<file path="config.mk">
export PLATFORM = sky130hd
export DESIGN_NAME = rtc_burst_reader
export DESIGN_NICKNAME = d
export VERILOG_FILES = /design/src/rtl/rtc_burst_reader.sv
export SDC_FILE = /design/constraint.sdc
export NUM_CORES = 1
export LEC_CHECK = 0
export ABC_AREA = 1
export CORE_MARGIN = 2
export CORE_UTILIZATION = 55
export DETAILED_ROUTE_END_ITERATION = 16
export PLACE_DENSITY = 0.82
export RECOVER_POWER = 50
export SETUP_SLACK_MARGIN = 0.02
export SYNTH_ARGS = -nofsm -noshare
export SYNTH_HDL_FRONTEND = slang
export SYNTH_SLANG_ARGS = --single-unit
</file>
<file path="constraint.sdc">
create_clock -name clk -period 10.2 [get_ports clk]
set_clock_uncertainty 0.2 [all_clocks]
set_input_delay 2.04 -clock clk [delete_from_list [all_inputs] [get_ports clk]]
set_output_delay 2.04 -clock clk [all_outputs]
set_load 0.02 [all_outputs]
</file>
<file path="src/rtl/rtc_burst_reader.sv">
// rtc_burst_reader: command write then burst read of RTC registers into a shadow bank, committed atomically
module rtc_burst_reader #(
    parameter int                DATA_W       = 8,
    parameter int                NUM_REGS     = 6,
    parameter int                TMR_REGS     = 3,
    parameter logic [7:0]        CMD_ADDR_CLK = 8'hF1,
    parameter logic [7:0]        CMD_ADDR_TMR = 8'hF2,
    parameter logic [DATA_W-1:0] CMD_DATA     = 1,
    parameter logic [7:0]        BASE_CLK     = 8'h21,
    parameter logic [7:0]        BASE_TMR     = 8'h41,
    parameter int                TIMEOUT      = 255
) (
    input  logic                       clk,
    input  logic                       reset,
    input  logic                       start,
    input  logic                       mode,
    input  logic                       abort,
    output logic                       cyc_req,
    output logic                       cyc_wr,
    output logic [7:0]                 cyc_addr,
    output logic [DATA_W-1:0]          cyc_wdata,
    input  logic                       cyc_ack,
    input  logic [DATA_W-1:0]          cyc_rdata,
    output logic [NUM_REGS*DATA_W-1:0] regs_o,
    output logic                       busy,
    output logic                       done,
    output logic [NUM_REGS-1:0]        bcd_err,
    output logic                       timeout_err
);
    localparam int IW = NUM_REGS > 1 ? $clog2(NUM_REGS) : 1;
    localparam int TW = $clog2(TIMEOUT + 1);

    typedef enum logic [1:0] {IDLE, CMD, GAP, RD} state_t;

    state_t                          state_q, state_d;
    logic                            mode_q, mode_d;
    logic [IW-1:0]                   idx_q, idx_d;
    logic [TW-1:0]                   tmo_q, tmo_d;
    logic                            cyc_req_q, cyc_req_d, cyc_wr_q, cyc_wr_d;
    logic [7:0]                      cyc_addr_q, cyc_addr_d;
    logic [DATA_W-1:0]               cyc_wdata_q, cyc_wdata_d;
    logic [NUM_REGS-1:0][DATA_W-1:0] shadow_q, shadow_d, regs_q, regs_d;
    logic [NUM_REGS-1:0]             bcd_q, bcd_d;
    logic                            busy_q, busy_d, done_q, done_d, timeout_err_q, timeout_err_d;
    logic [IW:0]                     cnt;
    logic                            last, to_idle;
    logic [7:0]                      rd_addr;

    function automatic logic bad_bcd(input logic [DATA_W-1:0] b);
        bad_bcd = 1'b0;
        for (int n = 0; n < DATA_W / 4; n++) bad_bcd |= (b[n*4 +: 4] > 4'd9);
    endfunction

    always_comb begin
        cnt           = mode_q ? (IW+1)'(TMR_REGS) : (IW+1)'(NUM_REGS);
        last          = ({1'b0, idx_q} == cnt - (IW+1)'(1));
        rd_addr       = (mode_q ? BASE_TMR : BASE_CLK) + 8'(idx_q);
        to_idle       = 1'b0;
        state_d       = state_q;
        mode_d        = mode_q;
        idx_d         = idx_q;
        tmo_d         = tmo_q;
        cyc_req_d     = cyc_req_q;
        cyc_wr_d      = cyc_wr_q;
        cyc_addr_d    = cyc_addr_q;
        cyc_wdata_d   = cyc_wdata_q;
        shadow_d      = shadow_q;
        regs_d        = regs_q;
        bcd_d         = bcd_q;
        busy_d        = busy_q;
        done_d        = 1'b0;
        timeout_err_d = timeout_err_q;
        case (state_q)
            IDLE: if (start) begin
                state_d       = CMD;
                mode_d        = mode;
                idx_d         = '0;
                tmo_d         = '0;
                busy_d        = 1'b1;
                timeout_err_d = 1'b0;
                cyc_req_d     = 1'b1;
                cyc_wr_d      = 1'b1;
                cyc_addr_d    = mode ? CMD_ADDR_TMR : CMD_ADDR_CLK;
                cyc_wdata_d   = CMD_DATA;
            end
            GAP: if (abort) to_idle = 1'b1;
            else begin
                state_d    = RD;
                cyc_req_d  = 1'b1;
                cyc_wr_d   = 1'b0;
                cyc_addr_d = rd_addr;
                tmo_d      = '0;
            end
            default: if (cyc_ack) begin
                // The byte lands in the shadow even when the burst is aborted on this ack
                if (state_q == RD)
                    for (int i = 0; i < NUM_REGS; i++) if (i == int'(idx_q)) shadow_d[i] = cyc_rdata;
                if (abort) to_idle = 1'b1;
                else if (state_q == CMD || !last) begin
                    state_d   = GAP;
                    cyc_req_d = 1'b0;
                    idx_d     = state_q == RD ? idx_q + IW'(1) : idx_q;
                end else begin
                    to_idle = 1'b1;
                    done_d  = 1'b1;
                    for (int i = 0; i < NUM_REGS; i++)
                        if (i < int'(cnt)) begin
                            regs_d[i] = shadow_d[i];
                            bcd_d[i]  = bad_bcd(shadow_d[i]);
                        end
                end
            end else if (abort) to_idle = 1'b1;
            else if (tmo_q == TW'(TIMEOUT - 1)) begin
                to_idle       = 1'b1;
                timeout_err_d = 1'b1;
            end else tmo_d = tmo_q + TW'(1);
        endcase
        if (to_idle) begin
            state_d     = IDLE;
            busy_d      = 1'b0;
            cyc_req_d   = 1'b0;
            cyc_wr_d    = 1'b0;
            cyc_addr_d  = 8'hFF;
            cyc_wdata_d = '0;
        end
    end

    always_ff @(posedge clk or posedge reset) begin
        if (reset) begin
            state_q       <= IDLE;
            mode_q        <= 1'b0;
            idx_q         <= '0;
            tmo_q         <= '0;
            cyc_req_q     <= 1'b0;
            cyc_wr_q      <= 1'b0;
            cyc_addr_q    <= 8'hFF;
            cyc_wdata_q   <= '0;
            shadow_q      <= '0;
            regs_q        <= '0;
            bcd_q         <= '0;
            busy_q        <= 1'b0;
            done_q        <= 1'b0;
            timeout_err_q <= 1'b0;
        end else begin
            state_q       <= state_d;
            mode_q        <= mode_d;
            idx_q         <= idx_d;
            tmo_q         <= tmo_d;
            cyc_req_q     <= cyc_req_d;
            cyc_wr_q      <= cyc_wr_d;
            cyc_addr_q    <= cyc_addr_d;
            cyc_wdata_q   <= cyc_wdata_d;
            shadow_q      <= shadow_d;
            regs_q        <= regs_d;
            bcd_q         <= bcd_d;
            busy_q        <= busy_d;
            done_q        <= done_d;
            timeout_err_q <= timeout_err_d;
        end
    end

    assign cyc_req     = cyc_req_q;
    assign cyc_wr      = cyc_wr_q;
    assign cyc_addr    = cyc_addr_q;
    assign cyc_wdata   = cyc_wdata_q;
    assign regs_o      = regs_q;
    assign busy        = busy_q;
    assign done        = done_q;
    assign bcd_err     = bcd_q;
    assign timeout_err = timeout_err_q;
endmodule

</file>
==> results.txt <==
routability congestion estimate - 0.842
Starting Density - 0.570
Synth Register Bits - 127
first-pass GRT wire length - 23.6 mm
startpoint types - primary input
io pins - 89
pwr dens - 275 nW/µm²
Final Max Tran Viols - 151
Total Wirelength - 13.9 mm
clk sink count - 127
die height - 108 µm
Non-Filler Instances - 940
Ys Warns - 0
DRT iter0 DRCs - 432
max_slew headroom - -1.09
unrepaired setup endpoints after global routing - no
Leak Pwr - 3.70 nW
share of cells above drive strength 1 - 0.0659
hpwl dp - 9.14 mm
CP Class - primary input to flip-flop
Tmin final - 6.56 ns
FMAX - 152 MHz
IO buf count - 81
final worst slack - 3.64 ns
vias in the first global route - 4888
Hold Violations, Final - 0
FILL cells - 755
max cap viols - 2
Peak VDD IR - 169 µV
PostCTS Resize Cnt - 0
most common cell after layout, fill and taps aside - nand2_1
Worst-Skew Late Latency - 0.52 ns
status - finished with violations
Bufs on Longest Clock Path - 2
Final ANT Viol Nets - 0
largest net degree at the start of global routing - 86
Final Hold Slack - 0.266 ns
WL per Instance - 14.8 µm
Place WS - 4.82 ns
CTS tree - built
failing checks - capacitance limit, slew limit
Cell Area, Synth - 5910 µm²
worst-path maximum fanout - 85
core footprint - 10400 µm²
First-pass DRT Iterations - 5
syn avg cell area - 8.19 µm²
Layout Nets - 817
Tightest Pin Transition - 3.13 ns
CTS H-tree depth - 4
CTS Buf Count - 17
row count - 37
Worst Path Arrival - 6.80 ns
# Post-CTS Setup Buffers - 0
Setup crit end kind - flip-flop
Reg clk slew, reported paths - 0.06 ns
Layout Area Growth over Synthesis - 24.3%
HP Class - flip-flop to flip-flop
placed cells - 908
Vias/cell - 5.38
commonest non-fill, non-tap cells in the layout - 248 x nand2_1, 120 x dfrtp_1, 98 x o21ai_0
Die X - 108 µm
Cell variety after synth - 33
Antenna diodes - 0
CP max-delay cell - clkbuf_1
die area - 11600 µm²
All-Layer GR Usage - 0.264
gr ovfl total - 0
Final setup violation count - 0
initial antenna violation count - 0
clock root buffer - clkbuf_8
number of remaining DRC errors - 0
CP cell instances - dlygate4sd3_1 > nand2_2 > clkbuf_1 > nor2_1 > nand2_4 > nor2_2 > inv_2 > nand2_1 > o21ai_1
Mapped Cells - 721
cts hold-fix bufs - 0
sequential cell area fraction in the yosys report - 0.540
worst stage delay on the critical path - 2.22 ns
Tcrit/Tclk final - 0.643
setup TNS - 0 ns
WP data required - 10.43 ns
vias - 5057
==> metrics by stage <==
stage | util | area [µm²] | power (mW)
3_5_place_dp | 0.647 | 6710 | 1.38
6_report | 0.708 | 7340 | 2.02
4_1_cts | 0.709 | 7350 | 2.04
3_3_place_gp | 0.647 | 6710 | 1.36
5_1_grt | 0.708 | 7340 | 2.15
2_1_floorplan | - | 5930 | 1.15
==> per-layer routing <==
metal | GRT usage | share of wire | vias to the layer above
li1 | - | - | 2449
met1 | 0.338 | 0.42 | 2408
met2 | 0.434 | 0.51 | 179
met3 | 0.0642 | 0.059 | 21
met4 | 0.0998 | 0.015 | 0
met5 | 0 | 0 | -
==> worst max-delay path: cells and delay by family <==
kind,cells,cell delay [ns]
buf+inv,3,3.30
simple gates,5,1.32
compound gates,1,0.11
==> sequential cells by signal (all words and copies together), names as in the netlist, 3 cells and up <==
register and cells:
regs_o 48, shadow_q 48, tmo_q 8, cyc_addr 7
bcd_err 6, idx_q 3
==> cells by family (layout without fill, tap and decap cells) <==
kind of cell,count (synthesis),after routing,synth area share
and+or+nand+nor,342,342,0.234
other,1,7,0.000635
DFF,127,127,0.540
buffers and inverters,84,161,0.0663
xor gates and xnor gates,1,1,0.00148
AOI/OAI and AO/OA,154,154,0.133
adders and majority gates,12,12,0.0254
==> final timing paths <==
check	from	to	slack, ns	depth (start not counted)
max	cyc_ack	regs_o[38]	3.64	9
min in group asynchronous	reset	tmo_q[6]	2.54	2
max in group asynchronous	reset	regs_o[1]	5.52	3
min	cyc_addr[6]	cyc_addr[6]	0.27	2
max reg2reg	cyc_req	regs_o[38]	4.35	11
min reg2reg	cyc_addr[6]	cyc_addr[6]	0.27	2
==> synthesized netlist by cell type <==
library cell | n | area [µm²]
conb_1 | 1 | 3.75
o22ai_1 | 1 | 6.26
nand4_2 | 1 | 12.5
o21a_1 | 1 | 7.51
o21ai_1 | 14 | 70.1
nor2_4 | 1 | 11.3
buf_6 | 4 | 45.0
a21oi_1 | 37 | 185
xor2_1 | 1 | 8.76
nand3_1 | 33 | 165
inv_2 | 2 | 7.51
buf_4 | 9 | 67.6
o31ai_1 | 1 | 7.51
nand2_4 | 1 | 11.3
nor2_2 | 1 | 6.26
ha_1 | 12 | 150
nand2_1 | 249 | 935
nand2_2 | 1 | 6.26
nor3_1 | 1 | 5.00
buf_1 | 2 | 7.51
a31oi_1 | 1 | 6.26
inv_1 | 43 | 161
clkbuf_1 | 13 | 48.8
or2_2 | 5 | 31.3
dfrtp_1 | 120 | 3000
o211ai_1 | 2 | 15.0
nand3_2 | 2 | 20.0
clkinv_1 | 1 | 3.75
dfstp_2 | 7 | 184
buf_2 | 10 | 50.1
nand4_1 | 1 | 6.26
o21ai_0 | 97 | 485
nor2_1 | 46 | 173
==> layout make-up <==
type / count / area, µm² / share of cell area
Clock buffer: 22 / 453 / 0.0617
Clock inverter: 10 / 184 / 0.0250
Inverter: 46 / 174 / 0.0237
Multi-Input combinational cell: 516 / 2350 / 0.320
Sequential cell: 127 / 3190 / 0.434
Tap cell: 136 / 170 / 0.0232
Timing Repair Buffer: 83 / 822 / 0.112
==> power breakdown <==
| group | switching [mW] | leakage, nW | internal [mW] |
|---|---|---|---|
| clock network | 0.212 | 0.305 | 0.434 |
| logic | 0.431 | 1.67 | 0.230 |
| registers | 0.0784 | 1.72 | 0.638 |
Note: power is estimated with default switching activity, not from simulation.
